==> src/rtl/cpu_pkg.sv <==
// Shared CPU pipeline types: fetch FSM states, IF/ID slot bundle,
// bubble instruction word and a word-alignment helper.
package cpu_pkg;

    localparam logic [31:0] NOP_INSTR = 32'h0000_0000;

    typedef enum logic {
        FETCH = 1'b0,
        HOLD  = 1'b1
    } fetch_state_e;

    typedef struct packed {
        logic [31:0] pc_plus_4;
        logic        interrupt;
        logic [31:0] instr;
        logic        valid;
    } if_id_t;

    function automatic logic [31:0] word_align(
        input logic [31:0] a
    );
        return a & 32'hFFFF_FFFC;
    endfunction

endpackage

==> src/rtl/if_id_reg.sv <==
// IF/ID pipeline register: load a new slot, insert a bubble, or hold.
// Ports: clk, rst_n (sync, active low), i_load, i_bubble, i_slot -> o_slot.
module if_id_reg
    import cpu_pkg::*;
#(
    parameter logic [31:0] NOP_INSTR = cpu_pkg::NOP_INSTR
) (
    input  logic   clk,
    input  logic   rst_n,
    input  logic   i_load,
    input  logic   i_bubble,
    input  if_id_t i_slot,
    output if_id_t o_slot
);

    if_id_t r_slot;

    // A bubble keeps the stale pc_plus_4; decode ignores it
    // whenever valid is low.
    always_ff @(posedge clk) begin
        if (!rst_n) begin
            r_slot.pc_plus_4 <= 32'h0;
            r_slot.interrupt <= 1'b0;
            r_slot.instr     <= NOP_INSTR;
            r_slot.valid     <= 1'b0;
        end else if (i_load) begin
            r_slot <= i_slot;
        end else if (i_bubble) begin
            r_slot.interrupt <= 1'b0;
            r_slot.instr     <= NOP_INSTR;
            r_slot.valid     <= 1'b0;
        end
    end

    assign o_slot = r_slot;

endmodule

==> src/rtl/fetch_stage.sv <==
// Instruction fetch stage: PC, imem req/rdy handshake, redirects,
// stall skid buffer, wrong-path discard and interrupt injection.
// Inputs : clk, rst_n, stall, branch_sel/branch_pc, pcr_take/ret_pc,
//          ext_int, returni_done, imem_rdy, imem_rdata.
// Outputs: imem_req, imem_addr, IF/ID {pc_plus_4, interrupt, instr,
//          if_valid}, in_isr.
module fetch_stage
    import cpu_pkg::*;
#(
    parameter logic [31:0] RESET_PC  = 32'h0000_0000,
    parameter logic [31:0] INT_VEC   = 32'h0000_0100,
    parameter logic [31:0] NOP_INSTR = cpu_pkg::NOP_INSTR
) (
    input  logic        clk,
    input  logic        rst_n,
    input  logic        stall,
    input  logic        branch_sel,
    input  logic [31:0] branch_pc,
    input  logic        pcr_take,
    input  logic [31:0] ret_pc,
    input  logic        ext_int,
    input  logic        returni_done,
    output logic        imem_req,
    output logic [31:0] imem_addr,
    input  logic        imem_rdy,
    input  logic [31:0] imem_rdata,
    output logic [31:0] pc_plus_4,
    output logic        interrupt,
    output logic [31:0] instr,
    output logic        if_valid,
    output logic        in_isr
);

    fetch_state_e r_state;
    fetch_state_e w_state_nx;
    logic [31:0]  r_pc;
    logic [31:0]  w_pc_nx;
    logic [31:0]  r_redir_pc;
    logic [31:0]  w_redir_pc_nx;
    logic         r_drop;
    logic         w_drop_nx;
    logic         r_in_isr;
    logic         r_int_pending;
    if_id_t       r_skid;
    if_id_t       w_skid_nx;

    logic         w_redir;
    logic [31:0]  w_target;
    logic         w_xfer;
    logic [31:0]  w_pc_inc;
    logic         w_take;
    logic         w_load;
    logic         w_bubble;
    if_id_t       w_slot_d;
    if_id_t       w_slot_q;

    assign w_redir  = (branch_sel | pcr_take) & ~stall;
    assign w_target = word_align(pcr_take ? ret_pc : branch_pc);
    assign w_xfer   = (r_state == FETCH) & imem_rdy;
    assign w_pc_inc = r_pc + 32'd4;

    assign imem_req  = (r_state == FETCH);
    assign imem_addr = r_pc;

    always_comb begin
        w_state_nx    = r_state;
        w_pc_nx       = r_pc;
        w_redir_pc_nx = r_redir_pc;
        w_drop_nx     = r_drop;
        w_skid_nx     = r_skid;
        w_take        = 1'b0;
        w_load        = 1'b0;
        w_bubble      = 1'b0;
        w_slot_d      = '{pc_plus_4: w_pc_inc,
                          interrupt: 1'b0,
                          instr:     imem_rdata,
                          valid:     1'b1};

        unique case (r_state)
            FETCH: begin
                if (w_redir && w_xfer) begin
                    w_bubble  = 1'b1;
                    w_pc_nx   = w_target;
                    w_drop_nx = 1'b0;
                end else if (w_redir) begin
                    // Address must stay put until rdy; remember
                    // where to go once the old word arrives.
                    w_bubble      = 1'b1;
                    w_redir_pc_nx = w_target;
                    w_drop_nx     = 1'b1;
                end else if (w_xfer && r_drop) begin
                    w_bubble  = ~stall;
                    w_pc_nx   = r_redir_pc;
                    w_drop_nx = 1'b0;
                end else if (w_xfer && stall) begin
                    w_skid_nx  = w_slot_d;
                    w_pc_nx    = w_pc_inc;
                    w_state_nx = HOLD;
                end else if (w_xfer && r_int_pending && !r_in_isr) begin
                    // Fetched word is dropped; its address is the
                    // resume point after the handler returns.
                    w_load   = 1'b1;
                    w_take   = 1'b1;
                    w_slot_d = '{pc_plus_4: r_pc,
                                 interrupt: 1'b1,
                                 instr:     NOP_INSTR,
                                 valid:     1'b1};
                    w_pc_nx  = word_align(INT_VEC);
                end else if (w_xfer) begin
                    w_load  = 1'b1;
                    w_pc_nx = w_pc_inc;
                end else if (!stall) begin
                    w_bubble = 1'b1;
                end
            end
            HOLD: begin
                if (w_redir) begin
                    w_bubble   = 1'b1;
                    w_pc_nx    = w_target;
                    w_state_nx = FETCH;
                end else if (!stall) begin
                    w_load     = 1'b1;
                    w_slot_d   = r_skid;
                    w_state_nx = FETCH;
                end
            end
            default: begin
                w_state_nx = FETCH;
            end
        endcase
    end

    always_ff @(posedge clk) begin
        if (!rst_n) begin
            r_state       <= FETCH;
            r_pc          <= word_align(RESET_PC);
            r_redir_pc    <= 32'h0;
            r_drop        <= 1'b0;
            r_in_isr      <= 1'b0;
            r_int_pending <= 1'b0;
            r_skid        <= '{pc_plus_4: 32'h0,
                               interrupt: 1'b0,
                               instr:     NOP_INSTR,
                               valid:     1'b0};
        end else begin
            r_state    <= w_state_nx;
            r_pc       <= w_pc_nx;
            r_redir_pc <= w_redir_pc_nx;
            r_drop     <= w_drop_nx;
            r_skid     <= w_skid_nx;

            // A take in the same cycle as returni_done wins.
            if (w_take)
                r_in_isr <= 1'b1;
            else if (returni_done)
                r_in_isr <= 1'b0;

            if (w_take)
                r_int_pending <= 1'b0;
            else if (ext_int && !r_in_isr)
                r_int_pending <= 1'b1;
        end
    end

    if_id_reg #(
        .NOP_INSTR (NOP_INSTR)
    ) u_if_id (
        .clk      (clk),
        .rst_n    (rst_n),
        .i_load   (w_load),
        .i_bubble (w_bubble),
        .i_slot   (w_slot_d),
        .o_slot   (w_slot_q)
    );

    assign pc_plus_4 = w_slot_q.pc_plus_4;
    assign interrupt = w_slot_q.interrupt;
    assign instr     = w_slot_q.instr;
    assign if_valid  = w_slot_q.valid;
    assign in_isr    = r_in_isr;

endmodule

==> config.mk <==
export PLATFORM = sky130hd
export DESIGN_NAME = fetch_stage
export DESIGN_NICKNAME = d
export VERILOG_FILES = /design/src/rtl/cpu_pkg.sv /design/src/rtl/if_id_reg.sv /design/src/rtl/fetch_stage.sv
export SDC_FILE = /design/constraint.sdc
export NUM_CORES = 1
export LEC_CHECK = 0
export CAP_MARGIN = 20
export CELL_PAD_IN_SITES_DETAIL_PLACEMENT = 0
export CELL_PAD_IN_SITES_GLOBAL_PLACEMENT = 2
export CORE_MARGIN = 2
export CORE_UTILIZATION = 33
export CTS_CLUSTER_DIAMETER = 50
export DETAILED_ROUTE_END_ITERATION = 8
export DONT_BUFFER_PORTS = 1
export PLACE_DENSITY = 0.8
export REMOVE_ABC_BUFFERS = 1
export SYNTH_ARGS = -nofsm -noshare
export SYNTH_HDL_FRONTEND = slang
export SYNTH_SLANG_ARGS = --single-unit
==> constraint.sdc <==
create_clock -name clk -period 2.63 [get_ports clk]
set_clock_uncertainty 0.1 [all_clocks]
set_input_delay 0.789 -clock clk [delete_from_list [all_inputs] [get_ports clk]]
set_output_delay 0.789 -clock clk [all_outputs]
set_load 0.05 [all_outputs]
==> metrics, run 1 <==
status completed; Die Area 0.0296 mm2; DRC viols 0; Final GP Congestion 0.840; CP required 2.90 ns; Leak 3.95 nW; Yosys warnings 0; hpwl dp 22100 um; Cells after Synth 1163; flip-flop and latch area 0.00382 mm2; HP Class reg2reg; initial antenna violation count 0; die height 172 um; area of the multi-input gates 0.00500 mm2; Post-Synth XOR/XNOR Area 2.45%; #FFs+latches synth 191; vias in the first global route 8197; CTS sink cnt 191; Worst-Margin Slew 0.719 ns; MaxCap Viol Count 0; multiplexer share of the synthesized area 3.66%; Final ANT Viol Nets 0; Max VDD drop 0.431 mV; fraction of registers with async set/reset 0%; Rows 61; cell area after placement 0.0102 mm2; final setup violation count 0; GRT Total Usage 22.3%; final core utilization 38.8%; main combinational cell family by area after synthesis compound AO/OA/AOI/OAI gates; design area 0.0108 mm2; CTS resizes 0; fin cells 1555; setup_tns 0 ns; Starting Density 33.5%; CTS clk-pin slew, worst paths 0.08 ns; fmax 412 MHz; Commonest cells post-synth dfxtp_1 (191), nand2_1 (150), a21oi_1 (122); DRT Wirelength 33500 um; period utilization 92.3%; Post-synth EDFFs 0; final number of max-transition violations 0; share of post-route cells with drive strength above 1 12.5%; Hold Buf Count CTS 0; CTS Buf Count 17; synth unique cells 71; Final Critical Period 2.43 ns; Post-Syn Area per Cell 8.00 um2; H-tree depth 4; largest cells by area after synthesis dfxtp_1 (41%), a21oi_1 (6.6%), nand2_1 (6.0%); nature of the critical path endpoint register; largest area contributor in the netlist dfxtp_1; Die X 172 um; Clock Path Buffers 2; Relative slew margins 52.0%; top cell type's share of synthesized area 41.1%; critical path peak fanout 7; I/O Buffers 0; TritonRoute pass-1 iters 5; core area 0.0278 mm2; worst slack, placed 0.231 ns; Setup Fix Bufs, Post-CTS 0; dpl cells 1523; sequential share of the synthesized area 41.1%; post-layout net count 1270; GRT overflow 0; Post-synth top flop dfxtp_1; via count 8795; mean routed wirelength per cell 21.5 um; Post-Synth Simple-Gate Area 18.6%; adder-cell area share of the yosys netlist 0.269%; CP Launch Type register; synth-to-layout area growth 15.7%; largest net degree at the start of global routing 66; final worst slack 0.203 ns; pwr/cell area 651 mW/mm2; Antenna diodes 0; Layout fillers 2953; RSZ-0062 raised after global routing false; Final Hold Vio Count 0; DR iter-0 viols 634; clock root cell clkbuf_16; crit path DAT 2.69 ns; mean number of vias per cell 5.66; post-synthesis compound-gate area fraction 28.4%; I/O pin cnt 204; WS Path Type reg2reg; first-pass GRT wire length 50100 um; CTS tree built; Netlist Area Pre-Place 0.00931 mm2; most common cell in the synthesized netlist dfxtp_1; Clk Latency, worst-skew pair 0.46 ns
## flip-flops by register name (all words and copies together), names as in the netlist
| signal | cells |
|---|---|
| imem_addr | 30 |
| r_state | 1 |
| r_redir_pc | 30 |
| r_int_pending | 1 |
| in_isr | 1 |
| r_skid | 63 |
| u_if_id.o_slot | 64 |
| r_drop | 1 |
## layer usage
layer  GRT usage, %  routed length [um]  up-vias
li1               -                   -     4226
met4           5.48                 384        0
met1           29.9               15000     4251
met2           36.0               15400      297
met5              0                   0        -
met3           5.77                2740       21
## through the flow
step	total power, mW	hold WS (ns)
floorplan	3.98	0.336
global placement	4.35	0.342
detailed placement	4.36	0.346
CTS	7.08	0.354
global route	7.30	0.358
finish	7.02	0.357
## critical path: stages (launching register included)
cell	delay, ns
dfxtp_1	0.48
ha_1	0.22
inv_1	0.16
nor4_4	0.63
nand3_1	0.22
or3_1	0.38
a31oi_1	0.15
## placed cells by master, fill, tap and decap left out, drive strengths merged, types with 4 or more instances in the layout
cell type and instances:
dfxtp 191, nand2 150, a21oi 123, o21ai 102, buf 96, nor2 81
a211oi 52, mux2i 34, a22oi 34, nand3 33, nor3 19, a221oi 18
a31oi 18, clkbuf 18, nand4 17, and2 16, inv 16, xor2 13
xnor2 13, o31ai 9, and3 8, or3 8, nor4 7, clkinv 7
a221o 5, nand3b 5, a21o 5, a22o 5, nor2b 5, and4 4
a2bb2oi 4, o211ai 4, o41ai 4, conb 4
## report_power, final
group | internal [mW] | switching, mW | total [mW]
Clock | 1.39 | 1.33 | 2.72
Sequential | 3.04 | 0.211 | 3.25
Combinational | 0.367 | 0.678 | 1.04
## layout make-up
| class | instances | share of cell area [%] |
|---|---|---|
| clock inverter | 14 | 1.58 |
| inverter | 10 | 0.360 |
| clock buffer | 18 | 4.08 |
| timing repair buffer | 96 | 7.62 |
| tap | 378 | 4.39 |
| sequential | 191 | 35.5 |
| multi-input combinational | 848 | 46.5 |
## logic make-up (layout without fill, tap and decap cells)
family                     Yosys count  in the layout
adders and majority gates            2              2
buffers and inverters              127            138
DFF                                191            191
other                                1              4
xor gates and xnor gates            26             26
muxes                               34             34
AOI/OAI and AO/OA                  417            417
and+or+nand+nor                    365            365
## worst paths after layout
| path | slack (ns) | end | startpoint | cells past startpoint |
|---|---|---|---|---|
| max reg2reg | 0.20 | imem_addr[22]$_SDFFE_PN0P_ | imem_addr[2]$_SDFFE_PN0P_ | 6 |
| min | 0.36 | r_skid[26]$_SDFFE_PN0P_ | r_skid[26]$_SDFFE_PN0P_ | 2 |
| min reg2reg | 0.36 | r_skid[26]$_SDFFE_PN0P_ | r_skid[26]$_SDFFE_PN0P_ | 2 |
| max | 0.20 | imem_addr[22]$_SDFFE_PN0P_ | imem_addr[2]$_SDFFE_PN0P_ | 6 |
No activity file was read; power rests on OpenSTA's default activity.
==> run 2: changes to the inputs <==
--- a/config.mk
+++ b/config.mk
@@ -7,9 +7,9 @@
 export LEC_CHECK = 0
 export CAP_MARGIN = 20
 export CELL_PAD_IN_SITES_DETAIL_PLACEMENT = 0
-export CELL_PAD_IN_SITES_GLOBAL_PLACEMENT = 2
+export CELL_PAD_IN_SITES_GLOBAL_PLACEMENT = 1
 export CORE_MARGIN = 2
-export CORE_UTILIZATION = 33
+export CORE_UTILIZATION = 42
 export CTS_CLUSTER_DIAMETER = 50
 export DETAILED_ROUTE_END_ITERATION = 8
 export DONT_BUFFER_PORTS = 1
==> run 2 against run 1 <==
Against the previous run: die area decreased by 21%; power rose by 0.79%; non-clock buffer count rose by 3; final area fell by 0.72%; global-route usage up 3.2 points; hold slack lost 0.0015 ns; critical path depth fell by 1; combinational power is essentially flat; sequential share of layout area up 0.26 points; core utilization up 10 points; largest cell class unchanged; largest power group unchanged; highest routed layer unchanged.
==> metrics, run 2 (synthesis results as in run 1) <==
status completed; mean number of vias per cell 6.10 (+7.9%); GRT overflow 0 (unchanged); Leak 3.97 nW (+0.28%); Hold Buf Count CTS 0 (unchanged); pwr/cell area 661 mW/mm2 (+1.5%); CTS resizes 0 (unchanged); synth-to-layout area growth 14.9%; number of flip-flops in the largest register 64 (unchanged); Worst-Margin Slew 0.933 ns (+0.213 ns); nature of the critical path endpoint register; Clk Latency, worst-skew pair 0.43 ns (-0.03 ns); Setup Fix Bufs, Post-CTS 0 (unchanged); CP Launch Type register; most frequent cells in the layout dfxtp_1 (190), nand2_1 (150), a21oi_1 (121), o21ai_0 (98), buf_4 (90); MaxCap Viol Count 0 (unchanged); clock group share of total power 39.2% (+0.5 points); CTS tree built; Max stage delay on crit path 0.80 ns (+0.17 ns); crit-path cells nand4_4, or4_1, nor2_1, o21ai_0, a32o_1; commonest non-fill, non-tap cell in the layout dfxtp_1; P_int 4.97 mW (+3.5%); post-layout net count 1273 (+0.24%); via count 8913 (+1.3%); Min Hold Slack 0.356 ns (-0.00146 ns); final worst slack 0.249 ns (+0.0455 ns); WS Path Type reg2reg; first-pass GRT wire length 47400 um (-5.3%); Clock Path Buffers 2 (unchanged); fmax 420 MHz (+1.9%); Die Area 0.0234 mm2 (-21%); Final Critical Period 2.38 ns (-0.0455 ns); Crit-path slowest cell or4_1; H-tree depth 4 (unchanged); DRC viols 0 (unchanged); Pwr Total 7.07 mW (+0.79%); clock root cell clkbuf_16; Final ANT Viol Nets 0 (unchanged); CTS sink cnt 191 (unchanged); area of the multi-input gates 0.00500 mm2 (unchanged); RSZ-0062 raised after global routing false; Die X 153 um (-11%); I/O pin cnt 204 (unchanged); core area 0.0218 mm2 (-22%); Net Sw Power 2.10 mW (-5.1%); CTS Buf Count 17 (unchanged); worst slack, placed 0.118 ns (-0.113 ns); I/O Buffers 0 (unchanged); Final GP Congestion 0.889 (+5.8%); GRT Total Usage 25.5% (+3.2 points); period utilization 90.5% (-1.7 points); final setup violation count 0 (unchanged); HP Class reg2reg; Rows 54 (-11%); Starting Density 42.8% (+9.3 points); DRT Wirelength 31000 um (-7.5%); initial antenna violation count 0 (unchanged); cell area after placement 0.0101 mm2 (-0.86%); CP required 2.86 ns (-0.04 ns); design area 0.0107 mm2 (-0.72%); Layout fillers 2145 (-27%); largest net degree at the start of global routing 66 (unchanged); Final Hold Vio Count 0 (unchanged); Relative slew margins 37.8% (-14 points); share of post-route cells with drive strength above 1 12.6% (+0.14 points); flip-flop and latch area 0.00382 mm2 (unchanged); mean routed wirelength per cell 21.2 um (-1.5%); critical path peak fanout 9 (+2); combinational share of power 14.8% (about the same); Max VDD drop 0.405 mV (-5.9%); Switching Share 29.7% (-1.8 points); vias in the first global route 7977 (-2.7%); CTS clk-pin slew, worst paths 0.08 ns (about the same); crit path DAT 2.61 ns (-0.08 ns); Antenna diodes 0 (unchanged); final number of max-transition violations 0 (unchanged); die height 153 um (-11%); DR iter-0 viols 789 (+24%); Reg power frac 46.0% (-0.4 points); TritonRoute pass-1 iters 5 (unchanged); hpwl dp 20700 um (-6.4%)
[run 2: cell count changes in the layout (fill, tap and decap cells not counted), sizes merged]
cell / change
inv: -1
buf: +3
clkinvlp: +2
clkbuf: +1
clkinv: -4
bufinv: +2
[run 2: final cells by class]
cell class,count,share of cell area [%]
clock inverters,13,1.65
repair buffers,99,8.00
clock buffers,19,4.14
well taps,280,3.28
inverters,10,0.363
multi-input cells,848,46.8
flip-flops and latches,191,35.8
[run 2: worst max-delay path, delay by kind of cell, from the launching register on]
kind / cells / cell delay [ns]
and+or+nand+nor: 3 / 1.39
AOI/OAI and AO/OA: 2 / 0.38
DFF: 1 / 0.40
[run 2: path summary, 6_finish.rpt]
check                                          startpoint                          to  slack [ns]  cells past startpoint
worst max-delay path            imem_addr[9]$_SDFFE_PN0P_  imem_addr[19]$_SDFFE_PN0P_        0.25                      5
worst min-delay path               r_skid[8]$_SDFFE_PN0P_      r_skid[8]$_SDFFE_PN0P_        0.36                      2
worst max register to register  imem_addr[9]$_SDFFE_PN0P_  imem_addr[19]$_SDFFE_PN0P_        0.25                      5
worst min register to register     r_skid[8]$_SDFFE_PN0P_      r_skid[8]$_SDFFE_PN0P_        0.36                      2
[run 2: through the flow]
step	TNS, ns	utilization, %	std cells
2_1_floorplan	-148.37	-	1049
3_3_place_gp	0	46.3	1428
3_5_place_dp	0	46.3	1428
4_1_cts	0	49.1	1460
5_1_grt	0	49.1	1460
6_report	0	49.1	1460
[run 2: power groups by stage]
stage / registers (mW) / logic, mW / clock network, mW
2_1_floorplan: 3.45 / 0.527 / 0
3_3_place_gp: 3.31 / 1.02 / 0
3_5_place_dp: 3.32 / 1.04 / 0
4_1_cts: 3.25 / 1.04 / 2.82
5_1_grt: 3.27 / 1.13 / 2.93
6_report: 3.25 / 1.05 / 2.77
[run 2: per-layer routing]
metal,routed length (um),global-route usage [%],vias to the layer above
li1,-,-,4241
met1,13800,35.9,4259
met2,14000,39.3,379
met3,2690,6.52,34
met4,443,6.35,0
met5,0,0,-
